$ cat src/rtl/async_receiver.sv
// UART receiver: 8N1 (one or more stop bits), oversampled with 3-sample majority vote per bit.
// Delivers a one-cycle strobe per good byte, flags framing errors, and reports busy/idle line status.
module async_receiver #(
  parameter int clk_freq     = 25000000,
  parameter int baud         = 115200,
  parameter int oversampling = 8,
  parameter int idle_bits    = 10
) (
  input  logic       clk,
  input  logic       rst_n,
  input  logic       rxd,
  output logic [7:0] rxd_data,
  output logic       rxd_data_ready,
  output logic       rxd_framing_err,
  output logic       rxd_busy,
  output logic       rxd_idle
);

  localparam int OSR_RATE = baud * oversampling;
  localparam int DIV_RAW  = (clk_freq + OSR_RATE / 2) / OSR_RATE;
  localparam int DIV      = (DIV_RAW < 1) ? 1 : DIV_RAW;
  localparam int DIV_W    = $clog2(DIV + 1);
  localparam int OS_W     = $clog2(oversampling);
  localparam int IDLE_MAX = idle_bits * oversampling;
  localparam int IDLE_W   = $clog2(IDLE_MAX + 1);

  localparam logic [DIV_W-1:0]  DIV_LAST = DIV_W'(DIV - 1);
  localparam logic [OS_W-1:0]   OS_LAST  = OS_W'(oversampling - 1);
  localparam logic [OS_W-1:0]   SMP_LO   = OS_W'(oversampling / 2 - 1);
  localparam logic [OS_W-1:0]   SMP_MID  = OS_W'(oversampling / 2);
  localparam logic [OS_W-1:0]   SMP_HI   = OS_W'(oversampling / 2 + 1);
  localparam logic [IDLE_W-1:0] IDLE_TOP = IDLE_W'(IDLE_MAX);

  typedef enum logic [2:0] {IDLE, START, DATA, STOP, BRK} state_t;

  state_t              state_q, state_d;
  logic [1:0]          sync_q;
  logic                rxd_s;
  logic [DIV_W-1:0]    div_q, div_d;
  logic [OS_W-1:0]     tcnt_q, tcnt_d;
  logic [OS_W-1:0]     idx;
  logic [2:0]          bitcnt_q, bitcnt_d;
  logic [IDLE_W-1:0]   idle_cnt_q, idle_cnt_d;
  logic [7:0]          data_q, data_d;
  logic                ready_q, ready_d;
  logic                ferr_q, ferr_d;
  logic                idle_q, idle_d;
  logic                smp_lo_q, smp_mid_q;
  logic [7:0]          shift_q;
  logic                tick;
  logic                decide;
  logic                maj;

  assign rxd_s = sync_q[1];
  assign tick  = (div_q == DIV_LAST);
  // Index of the tick now firing; the start edge itself counts as index 0.
  assign idx   = (tcnt_q == OS_LAST) ? '0 : tcnt_q + 1'b1;
  assign maj   = (smp_lo_q & smp_mid_q) | (smp_lo_q & rxd_s) | (smp_mid_q & rxd_s);
  assign decide = tick && (idx == SMP_HI) &&
                  (state_q == START || state_q == DATA || state_q == STOP);

  always_comb begin
    state_d    = state_q;
    div_d      = tick ? '0 : div_q + 1'b1;
    tcnt_d     = tick ? idx : tcnt_q;
    bitcnt_d   = bitcnt_q;
    idle_cnt_d = idle_cnt_q;
    data_d     = data_q;
    ready_d    = 1'b0;
    ferr_d     = 1'b0;
    case (state_q)
      IDLE: begin
        if (!rxd_s) begin
          state_d    = START;
          div_d      = '0;
          tcnt_d     = '0;
          bitcnt_d   = '0;
          idle_cnt_d = '0;
        end else if (tick && idle_cnt_q != IDLE_TOP) begin
          idle_cnt_d = idle_cnt_q + 1'b1;
        end
      end
      START: begin
        if (decide) state_d = maj ? IDLE : DATA;
      end
      DATA: begin
        if (decide) begin
          bitcnt_d = bitcnt_q + 1'b1;
          if (bitcnt_q == 3'd7) state_d = STOP;
        end
      end
      STOP: begin
        if (decide) begin
          if (maj) begin
            data_d  = shift_q;
            ready_d = 1'b1;
            state_d = IDLE;
          end else begin
            ferr_d  = 1'b1;
            state_d = BRK;
          end
        end
      end
      BRK: begin
        if (rxd_s) state_d = IDLE;
      end
      default: state_d = IDLE;
    endcase
    idle_d = (state_d == IDLE) && (idle_cnt_d == IDLE_TOP);
  end

  always_ff @(posedge clk or negedge rst_n) begin
    if (!rst_n) begin
      sync_q     <= 2'b11;
      state_q    <= IDLE;
      div_q      <= '0;
      tcnt_q     <= '0;
      bitcnt_q   <= '0;
      idle_cnt_q <= '0;
      data_q     <= 8'h00;
      ready_q    <= 1'b0;
      ferr_q     <= 1'b0;
      idle_q     <= 1'b0;
    end else begin
      sync_q     <= {sync_q[0], rxd};
      state_q    <= state_d;
      div_q      <= div_d;
      tcnt_q     <= tcnt_d;
      bitcnt_q   <= bitcnt_d;
      idle_cnt_q <= idle_cnt_d;
      data_q     <= data_d;
      ready_q    <= ready_d;
      ferr_q     <= ferr_d;
      idle_q     <= idle_d;
    end
  end

  // Vote samples and the shift register are always written before they are read.
  always_ff @(posedge clk) begin
    if (tick && idx == SMP_LO)  smp_lo_q  <= rxd_s;
    if (tick && idx == SMP_MID) smp_mid_q <= rxd_s;
    if (decide && state_q == DATA) shift_q <= {maj, shift_q[7:1]};
  end

  assign rxd_data        = data_q;
  assign rxd_data_ready  = ready_q;
  assign rxd_framing_err = ferr_q;
  assign rxd_busy        = (state_q != IDLE);
  assign rxd_idle        = idle_q;

endmodule

$ cat config.mk
export PLATFORM = sky130hd
export DESIGN_NAME = async_receiver
export DESIGN_NICKNAME = d
export VERILOG_FILES = /design/src/rtl/async_receiver.sv
export SDC_FILE = /design/constraint.sdc
export NUM_CORES = 1
export LEC_CHECK = 0
export CAP_MARGIN = 20
export CORE_MARGIN = 5
export CORE_UTILIZATION = 37
export DETAILED_ROUTE_END_ITERATION = 10
export PLACE_DENSITY = 0.5
export SLEW_MARGIN = 0
export SYNTH_ARGS = -nofsm -noshare
export SYNTH_HDL_FRONTEND = slang
export SYNTH_SLANG_ARGS = --single-unit
export TNS_END_PERCENT = 10
$ cat constraint.sdc
create_clock -name clk -period 4.3 [get_ports clk]
set_input_delay 0.645 -clock clk [delete_from_list [all_inputs] [get_ports clk]]
set_output_delay 0.645 -clock clk [all_outputs]
set_load 0.1 [all_outputs]
==> results of run 1 <==
cells in the mapped netlist (3+ instances only):
library cell  number  share of area, %
edfxtp_1          10                14
nand2_1           11               2.0
mux2_2             8               4.3
buf_6              3               1.6
a21oi_1            6               1.4
ha_1               8               4.8
nand4_1            5               1.5
nor2_1            16               2.9
xor2_1             5               2.1
dfrtp_1           32                38
nand3_1            7               1.7
nor2b_1            3              0.90
inv_1             10               1.8
o21ai_0            9               2.2
per-stage QoR:
step / utilization (%) / setup WS (ns) / instances
2_1_floorplan: - / 1.611 / 178
3_3_place_gp: 41.67 / 1.704 / 261
3_5_place_dp: 41.67 / 1.679 / 261
4_1_cts: 43.13 / 1.348 / 269
5_1_grt: 43.13 / 1.228 / 269
6_report: 43.13 / 1.340 / 269
path summary, 6_finish.rpt:
path                       slack, ns            startpoint  depth (start not counted)                       to
max                             1.34  state_q[1]$_DFF_PN0_                          3                 rxd_busy
min                             0.36   sync_q[0]$_DFF_PN1_                          0      sync_q[1]$_DFF_PN1_
max reg2reg                     1.90   tcnt_q[0]$_DFF_PN0_                          6  rxd_data[0]$_DFFE_PN0P_
min reg2reg                     0.36   sync_q[0]$_DFF_PN1_                          0      sync_q[1]$_DFF_PN1_
max in group asynchronous       3.19                 rst_n                          2      sync_q[0]$_DFF_PN1_
min in group asynchronous       0.77                 rst_n                          2  idle_cnt_q[1]$_DFF_PN0_
where the power goes:
part	leakage [nW]	total, mW	switching, mW	internal [mW]
Combinational	0.454	0.0106	0.00757	0.00307
Sequential	0.533	0.429	0.00148	0.427
Clock	0.0399	0.234	0.121	0.113
Total	1.03	0.673	0.130	0.543
registers in the layout, summed over array words and instances (netlist names):
| signal | cells |
|---|---|
| smp_lo_q | 1 |
| bitcnt_q | 3 |
| sync_q | 2 |
| tcnt_q | 3 |
| div_q | 5 |
| state_q | 3 |
| rxd_framing_err | 1 |
| smp_mid_q | 1 |
| idle_cnt_q | 7 |
| rxd_data | 8 |
| rxd_data_ready | 1 |
| rxd_idle | 1 |
| shift_q | 8 |
metal layers:
| metal | up-vias | global-route usage [%] | routed length, um |
|---|---|---|---|
| met2 | 38 | 17.94 | 1783 |
| met3 | 7 | 3.495 | 194 |
| li1 | 670 | - | - |
| met4 | 0 | 4.317 | 46 |
| met1 | 675 | 14.68 | 1713 |
| met5 | - | 0 | 0 |
cell type report:
cell class / instances / share of cell area (%)
timing repair buffer: 16 / 6.533
clock buffer: 7 / 3.214
sequential: 44 / 48.58
clock inverter: 1 / 0.1581
tap: 72 / 3.793
multi-input combinational: 118 / 35.99
inverter: 11 / 1.739
cells in the final DEF (no fill, tap or decap), drive strengths merged, types with 3 or more instances in the layout:
cell,netlist,routed
ha,8,8
clkdlybuf4s50,0,14
nor3,4,4
dfrtp,32,32
nand4,6,6
edfxtp,10,10
nand2,11,11
o21ai,9,9
inv,11,11
a21oi,6,6
and3,3,3
nor2b,3,3
nand3,8,8
mux2,8,8
xor2,5,5
clkbuf,1,7
nor2,16,16
cell families after synthesis:
family | share of synthesized area (%)
AND/OR/NAND/NOR | 18.40
flip-flops | 55.08
AO/OA/AOI/OAI | 9.439
buffers and inverters | 4.122
multiplexers | 4.779
adder cells (fa/ha/maj) | 5.257
XOR/XNOR | 2.927
worst max-delay path, cell delays in order, from the launching register on:
cell,delay (ns)
dfrtp_1,0.49
nor3_2,0.41
inv_2,0.14
clkdlybuf4s50_1,0.99
==> impl_metrics.tcl, run 1 <==
set metrics [dict create \
    status "completed" \
    fin_skew_ns 0.005196 \
    grt_pass1_wl_um 6582 \
    period_share_pct 68.84 \
    yosys_warnings 0 \
    antennaDiodeCount 0 \
    hold_viol 0 \
    pin_count 15 \
    firstDrtPassIters 4 \
    finalMaxSlewViolations 0 \
    clockBufferDepth 2 \
    relSlewSlack_pct 34.95 \
    synth_nets 189 \
    p_leak_nw 1.027 \
    synth_top_flop_cell "dfrtp_1" \
    clkSinkCount 44 \
    vias_per_cell 5.167 \
    globalplace.congestion 0.8944 \
    grt_max_degree 35 \
    grt_pass1_vias 1410 \
    ant_nets 0 \
    design_area_um2 2375 \
    ys_async_sr_fraction_pct 77.27 \
    portBuffers 14 \
    die_area_um2 7266 \
    route.detailed.drc 0 \
    place_hpwl_um 2756 \
    rows 27 \
    tightestPinTransition_ns 0.9728 \
    clk_pin_slew_ns 0.07 \
    cts_tree "yes" \
    synth_cell_types 50 \
    start_kind "flop" \
    initial_core_util_pct 38.04 \
    tns_ns 0 \
    area_delta_synth_final_pct 13.38 \
    drtIter0Drc 148 \
    max_cap_viol_count 0 \
    synth_edf_count 10 \
    crit_required_ns 3.65 \
    seq_area_frac_synth_pct 55.08 \
    insertion_delay_ns 0.28 \
    arrival_ns 2.32 \
    period_needed_ns 2.960 \
    fillerInstances 526 \
    wirelength_um 3738 \
    ys_seq_elements 44 \
    fmax_ghz 0.3378 \
    critPathMaxFanout 9 \
    cts_root_buf "clkbuf_8" \
    peakVddDrop_mv 0.1523 \
    regArea_um2 1154 \
    power_density_nw_per_um2 283.6 \
    multi_input_area_um2 854.6 \
    grt_overflow_total 0 \
    cts_setup_buffers 0 \
    die-height_um 85.24 \
    antenna_found_initial 0 \
    cts_hold_buf 0 \
    whs_ns 0.3579 \
    setup_viol 0 \
    num_vias 1390 \
    syn_avg_cell_area_um2 11.77 \
    netlist_instances 178 \
    rsz0062_at_grt "false" \
    num-nets-final 207 \
    cts.htree.levels 2 \
    numCtsBuffers 5 \
    hold_path_class "reg2reg" \
    post_dp_cell_area_um2 2295 \
    power_uw 673.4 \
    track_usage_pct 11.39 \
    cts_resized 0 \
    wl_per_cell_um 13.90 \
    die_x_um 85.24 \
    core-area_um2 5507 \
    final_layout_size_suffix_gt1_share_pct 13.20 \
    endpoint_kind "output pin" \
    syn_area_um2 2095 \
    critPathKind "reg2out" \
]
Note: power is estimated with default switching activity, not from simulation.
==> inputs of run 2 (changes only) <==
- PLACE_DENSITY: 0.5 -> 0.53
- clock period: 4.3 -> 2.7 ns (I/O delays scaled with it)
==> impl_metrics.tcl, run 2 (synthesized netlist as in run 1, its figures left out) <==
set metrics [dict create \
    arrival_ns 2.52 \
    numCtsBuffers 5 \
    r2r_end "rxd_data[0]$_DFFE_PN0P_" \
    ant_nets 0 \
    relSlewSlack_pct 69.76 \
    finalMaxSlewViolations 0 \
    hp-start "sync_q[0]$_DFF_PN1_" \
    area_delta_synth_final_pct 16.43 \
    track_usage_pct 11.26 \
    reg2reg_slack_ns 0.35 \
    final_layout_size_suffix_gt1_share_pct 21.61 \
    hold_path_class "reg2reg" \
    wl_per_cell_um 13.64 \
    antennaDiodeCount 0 \
    firstDrtPassIters 4 \
    fin_skew_ns 0.004924 \
    die-height_um 85.24 \
    drtIter0Drc 55 \
    min_to "sync_q[1]$_DFF_PN1_" \
    cts_root_buf "clkbuf_8" \
    regArea_um2 1154 \
    reg2reg_from "tcnt_q[0]$_DFF_PN0_" \
    place_hpwl_um 2845 \
    critPathMaxFanout 9 \
    peakVddDrop_mv 0.1957 \
    setup_viol 0 \
    tns_ns 0 \
    cts_tree "yes" \
    cts_setup_buffers 0 \
    endpoint_kind "flop" \
    route.detailed.drc 0 \
    initial_core_util_pct 38.04 \
    globalplace.congestion 0.7986 \
    vias_per_cell 5.018 \
    clockBufferDepth 2 \
    fmax_ghz 0.4250 \
    whs_path_depth 0 \
    finish.utilization_pct 44.29 \
    rsz0062_at_grt "false" \
    wirelength_um 3696 \
    clkSinkCount 44 \
    p_leak_nw 1.099 \
    grt_max_degree 35 \
    cts_hold_buf 0 \
    num-nets-final 209 \
    tightestPinTransition_ns 0.4521 \
    hold_viol 0 \
    crit_required_ns 2.87 \
    power_density_nw_per_um2 561.3 \
    die_x_um 85.24 \
    pre_cts_slack_ns 0.3650 \
    die_area_um2 7266 \
    fin_ws_ns 0.3471 \
    core-area_um2 5507 \
    portBuffers 14 \
    clk_pin_slew_ns 0.08 \
    pin_count 15 \
    insertion_delay_ns 0.28 \
    grt_pass1_vias 1396 \
    grt_pass1_wl_um 6513 \
    status "completed" \
    critPathKind "reg2reg" \
    cts_resized 0 \
    start_kind "flop" \
    multi_input_area_um2 854.6 \
    layout_commonest_cell "dfrtp_1" \
    final_cell_mix "dfrtp_1 (32), nor2_1 (16), buf_4 (16), nand2_1 (11)" \
    r2r_cells 6 \
    period_share_pct 87.15 \
    cts.htree.levels 2 \
    rows 27 \
    fillerInstances 524 \
    max_cap_viol_count 0 \
    num_vias 1360 \
    power_mw 1.369 \
    grt_overflow_total 0 \
    period_needed_ns 2.353 \
    whs_ns 0.3591 \
    antenna_found_initial 0 \
]
[run 2: final cells by class]
cell class	count	share of cell area (%)
Sequential cell	44	47.31
Multi-Input combinational cell	118	35.04
Timing Repair Buffer	18	5.747
Clock inverter	3	3.694
Tap cell	72	3.694
Clock buffer	5	2.822
Inverter	11	1.693
[run 2: power breakdown]
| part | switching [mW] | internal [mW] |
|---|---|---|
| registers | 0.00242 | 0.680 |
| logic | 0.0122 | 0.00490 |
| clock network | 0.207 | 0.462 |
[run 2: worst max-delay path, cell delays in order (launching register included)]
cell and delay (ns):
dfrtp_1 0.41, ha_1 0.22, ha_1 0.33, nor2b_1 0.30
nand3_2 0.19, nor3_4 0.40, mux2_2 0.39
[run 2: worst max path at each step]
stage | start | end | cells after the start
after floorplan | tcnt_q[0]$_DFF_PN0_ | shift_q[0]$_DFFE_PP_ | 5
after global placement | tcnt_q[0]$_DFF_PN0_ | shift_q[0]$_DFFE_PP_ | 6
after detailed placement | tcnt_q[0]$_DFF_PN0_ | rxd_data[0]$_DFFE_PN0P_ | 6
after CTS | tcnt_q[0]$_DFF_PN0_ | rxd_data[0]$_DFFE_PN0P_ | 6
after global routing | tcnt_q[0]$_DFF_PN0_ | shift_q[3]$_DFFE_PP_ | 6
final | tcnt_q[0]$_DFF_PN0_ | rxd_data[0]$_DFFE_PN0P_ | 6
[run 2: metrics by stage]
| stage | area (um2) | std cells |
|---|---|---|
| 2_1_floorplan | 2095 | 178 |
| 3_3_place_gp | 2280 | 263 |
| 3_5_place_dp | 2280 | 263 |
| 4_1_cts | 2439 | 271 |
| 5_1_grt | 2439 | 271 |
| 6_report | 2439 | 271 |
[run 2: routing by layer]
layer  vias up  global-route usage, %  wire [um]
li1        678                      -          -
met1       652                  14.47       1712
met2        25                  18.50       1778
met3         5                  2.913        170
met4         0                  3.597         34
met5         -                      0          0
==> inputs of run 3 (changes only) <==
- CAP_MARGIN: 20 -> default
- CORE_MARGIN: 5 -> default
==> impl_metrics.tcl, run 3 (synthesized netlist as in run 1, its figures left out) <==
set metrics [dict create \
    core-area_um2 5473 \
    arrival_ns 2.53 \
    r2r_cells 6 \
    wl_per_cell_um 14.30 \
    min_to "sync_q[1]$_DFF_PN1_" \
    fin_skew_ns 0.005166 \
    rsz0062_at_grt "false" \
    grt_pass1_wl_um 6727 \
    layout_commonest_cell "dfrtp_1" \
    wirelength_um 3847 \
    hold_viol 0 \
    power_mw 1.189 \
    firstDrtPassIters 4 \
    area_delta_synth_final_pct 13.26 \
    track_usage_pct 14.49 \
    num_vias 1403 \
    max_cap_viol_count 0 \
    hp-start "sync_q[0]$_DFF_PN1_" \
    fmax_ghz 0.4238 \
    rows 27 \
    grt_max_degree 35 \
    critPathKind "reg2reg" \
    die_x_um 77.24 \
    pin_count 15 \
    clkSinkCount 44 \
    die_area_um2 5966 \
    final_layout_size_suffix_gt1_share_pct 20.30 \
    cts_hold_buf 0 \
    reg2reg_from "tcnt_q[0]$_DFF_PN0_" \
    setup_viol 0 \
    whs_path_depth 0 \
    antennaDiodeCount 0 \
    final_cell_mix "dfrtp_1 (32), nor2_1 (16), buf_4 (14), nand2_1 (11)" \
    num-nets-final 207 \
    hold_path_class "reg2reg" \
    cts_setup_buffers 0 \
    period_share_pct 87.39 \
    placed_cells 261 \
    die-height_um 77.24 \
    pre_cts_slack_ns 0.3585 \
    clockBufferDepth 2 \
    grt_pass1_vias 1431 \
    critPathMaxFanout 9 \
    endpoint_kind "flop" \
    ant_nets 0 \
    relSlewSlack_pct 64.03 \
    fin_ws_ns 0.3405 \
    post_dp_cell_area_um2 2265 \
    cts.htree.levels 2 \
    initial_core_util_pct 38.27 \
    finish.utilization_pct 43.35 \
    reg2reg_slack_ns 0.34 \
    tns_ns 0 \
    drtIter0Drc 60 \
    cts_tree "yes" \
    place_hpwl_um 2765 \
    globalplace.congestion 0.7744 \
    insertion_delay_ns 0.29 \
    peakVddDrop_mv 0.2747 \
    cts_root_buf "clkbuf_8" \
    p_leak_nw 1.065 \
    numCtsBuffers 5 \
    r2r_end "rxd_data[0]$_DFFE_PN0P_" \
    finalMaxSlewViolations 0 \
    clk_pin_slew_ns 0.08 \
    crit_required_ns 2.87 \
    cp-startpoint "tcnt_q[0]$_DFF_PN0_" \
    period_needed_ns 2.360 \
    tightestPinTransition_ns 0.5392 \
    grt_overflow_total 0 \
    start_kind "flop" \
    design_area_um2 2372 \
    status "completed" \
    antenna_found_initial 0 \
    route.detailed.drc 0 \
    cts_resized 0 \
    final_cells 269 \
    portBuffers 14 \
    power_density_nw_per_um2 501.0 \
    vias_per_cell 5.216 \
    whs_ns 0.3597 \
]
[run 3: worst max path at each step]
stage	end	depth (start not counted)	slack, ns
floorplan	shift_q[0]$_DFFE_PP_	5	0.01
finish	rxd_data[0]$_DFFE_PN0P_	6	0.34
global route	rxd_data[1]$_DFFE_PN0P_	6	0.21
detailed placement	rxd_data[0]$_DFFE_PN0P_	6	0.36
CTS	rxd_data[0]$_DFFE_PN0P_	6	0.34
global placement	rxd_data[6]$_DFFE_PN0P_	6	0.45
[run 3: critical path, cell delays in order (launching register included)]
cell	delay, ns
dfrtp_1	0.42
ha_1	0.22
ha_1	0.32
nor2b_1	0.31
nand3_2	0.19
nor3_4	0.39
mux2_2	0.39
[run 3: cell type report]
cell class	count	area [um2]
Inverter	11	41.29
Multi-Input combinational cell	118	854.6
Fill cell	527	3100
Tap cell	72	90.09
Sequential cell	44	1154
Clock buffer	6	72.57
Clock inverter	2	35.03
Timing Repair Buffer	16	125.1
[run 3: power by group]
part | internal, mW | switching, mW | leakage (nW)
sequential | 0.680 | 0.00264 | 0.533
clock | 0.275 | 0.214 | 0.0552
combinational | 0.00489 | 0.0124 | 0.477
total | 0.959 | 0.229 | 1.06
[run 3: per-layer routing]
metal	vias up	track usage (%)	share of wire, %	wire length [um]
met2	27	23.45	48	1844
met3	4	3.690	3.6	140
met5	-	0	0	0
met4	0	5.849	1.3	49
li1	673	-	-	-
met1	699	18.38	47	1812
==> patch, RTL diff (config.mk and constraints of run 2) <==
The parameter `idle_bits` goes from 10 to 12.
--- a/src/rtl/async_receiver.sv
+++ b/src/rtl/async_receiver.sv
@@ -4,7 +4,7 @@
   parameter int clk_freq     = 25000000,
   parameter int baud         = 115200,
   parameter int oversampling = 8,
-  parameter int idle_bits    = 10
+  parameter int idle_bits    = 12
 ) (
   input  logic       clk,
   input  logic       rst_n,
Behaviour: no difference found for any inputs over 10 cycles, from zero or initial values and one cycle with rst_n low; that may be too few to reach the edited logic, so the function may still have changed.
==> patch against run 2 <==
Power down 21%; clock power down 44%; sequential cell count unchanged; utilization down 1.3 points; synthesized area down 2.0%; sequential share of layout area up 2.1 points; wire length up 6.6%; setup slack worse by 39 ps; worst hold slack about the same; final area down 4.2%; fmax down 1.6%; highest routed layer unchanged.
==> patch: results (changes against run 2) <==
outcome:
  status: "finished, final reports clean"
power_and_ir_drop:
  p_seq_share_pct: 63.5  # +14 points
  comb_power_share_pct: 1.5  # +0.3 points
  p_leak_uw: 0.00101  # -8.1%
  p_switching_uw: 213  # -3.8%
global_routing:
  grt_use_total_pct: 11.7  # +0.43 points
  use_met2_pct: 19.1  # +0.58 points
  grt_pass1_vias: 1360  # -2.6%
  grt_use_met1_pct: 14.6  # +0.084 points
finish:
  drive_above_1_share_pct: 15.2  # -6.5 points
  layout.nets: 208  # -0.48%
worst_setup_path:
  slowest_delay_ps: 540  # +130 ps
  crit_slowest_cell: "or3b_1"
synth:
  syn_inst: 179  # +0.56%
  synth.distinct_cells: 46  # -8.0%
  synth_common_cells: "dfrtp_1 (32), nand2_1 (18), nor2_1 (15)"
  synthMuxAreaShare_pct: 5.43  # +0.65 points
  synth-adder-area-share_pct: 5.37  # +0.11 points
  ys_top_cells_by_area: "dfrtp_1 (39%), edfxtp_1 (15%), ha_1 (4.9%)"
  postSynthNetCount: 190  # +0.53%
  synth_compound_area_share_pct: 9.27  # -0.17 points
  ys_seq_area_share_pct: 56.2  # +1.1 points
placed_design:
  place_congestion: 0.765  # -4.2%
  preCtsSetupSlack_ps: 321  # -43.5 ps
  place_hpwl_mm: 2.93  # +3.0%
routing:
  wl_met1_mm: 1.71  # about the same
  routed_wl_mm: 3.94  # +6.6%
  post_drt_wl_per_cell_um: 14.6  # +7.0%
  route.met2.wl_mm: 1.95  # +9.7%
  wl_met3_um: 217  # +28%
  initialDrtViolationCount: 149  # +170%
  vias_per_cell: 5.23  # +4.1%
sta:
  worstMarginPinSlew_ps: 438  # -14.0 ps
  finClkSkew_ps: 4.83  # -0.0973 ps
-- patch: cell types whose count changed after synthesis, moves of 3 or more --
cell,before,now
o21ai_0,9,6
nand4b_1,1,4
nor3_1,1,5
clkbuf_1,1,4
mux2_1,0,8
nand3_1,7,10
inv_1,10,6
nand2_1,11,18
nand4_1,5,1
buf_2,0,3
mux2_2,8,1
buf_6,3,0
-- patch: area by class of cell --
| type | instances | area, um^2 |
|---|---|---|
| clock buffer | 6 | 72.6 |
| clock inverter | 2 | 11.3 |
| fill | 514 | 3100 |
| inverter | 7 | 26.3 |
| multi-input combinational | 121 | 842 |
| sequential | 44 | 1150 |
| tap | 72 | 90.1 |
| timing repair buffer | 18 | 140 |
-- patch: worst paths after layout --
kind	start	cells past startpoint	end	slack [ps]
setup / recovery	tcnt_q[0]$_DFF_PN0_	6	rxd_data[7]$_DFFE_PN0P_	310
hold / removal	sync_q[0]$_DFF_PN1_	0	sync_q[1]$_DFF_PN1_	360
setup reg to reg	tcnt_q[0]$_DFF_PN0_	6	rxd_data[7]$_DFFE_PN0P_	310
hold reg to reg	sync_q[0]$_DFF_PN1_	0	sync_q[1]$_DFF_PN1_	360
max in group asynchronous	rst_n	2	sync_q[1]$_DFF_PN1_	1830
min in group asynchronous	rst_n	2	idle_cnt_q[6]$_DFF_PN0_	530
-- patch: critical path, delay by kind of cell (launching register included) --
family,cells,cell delay [ps]
flops,1,420
mux,1,380
simple gates,3,920
fa+ha+maj,2,560
-- patch: kinds of logic after synthesis --
family                   after synthesis
flip-flops                            44
AND/OR/NAND/NOR                       69
buffers and inverters                 14
multiplexers                          10
XOR/XNOR                               6
adder cells (fa/ha/maj)                9
AO/OA/AOI/OAI                         27
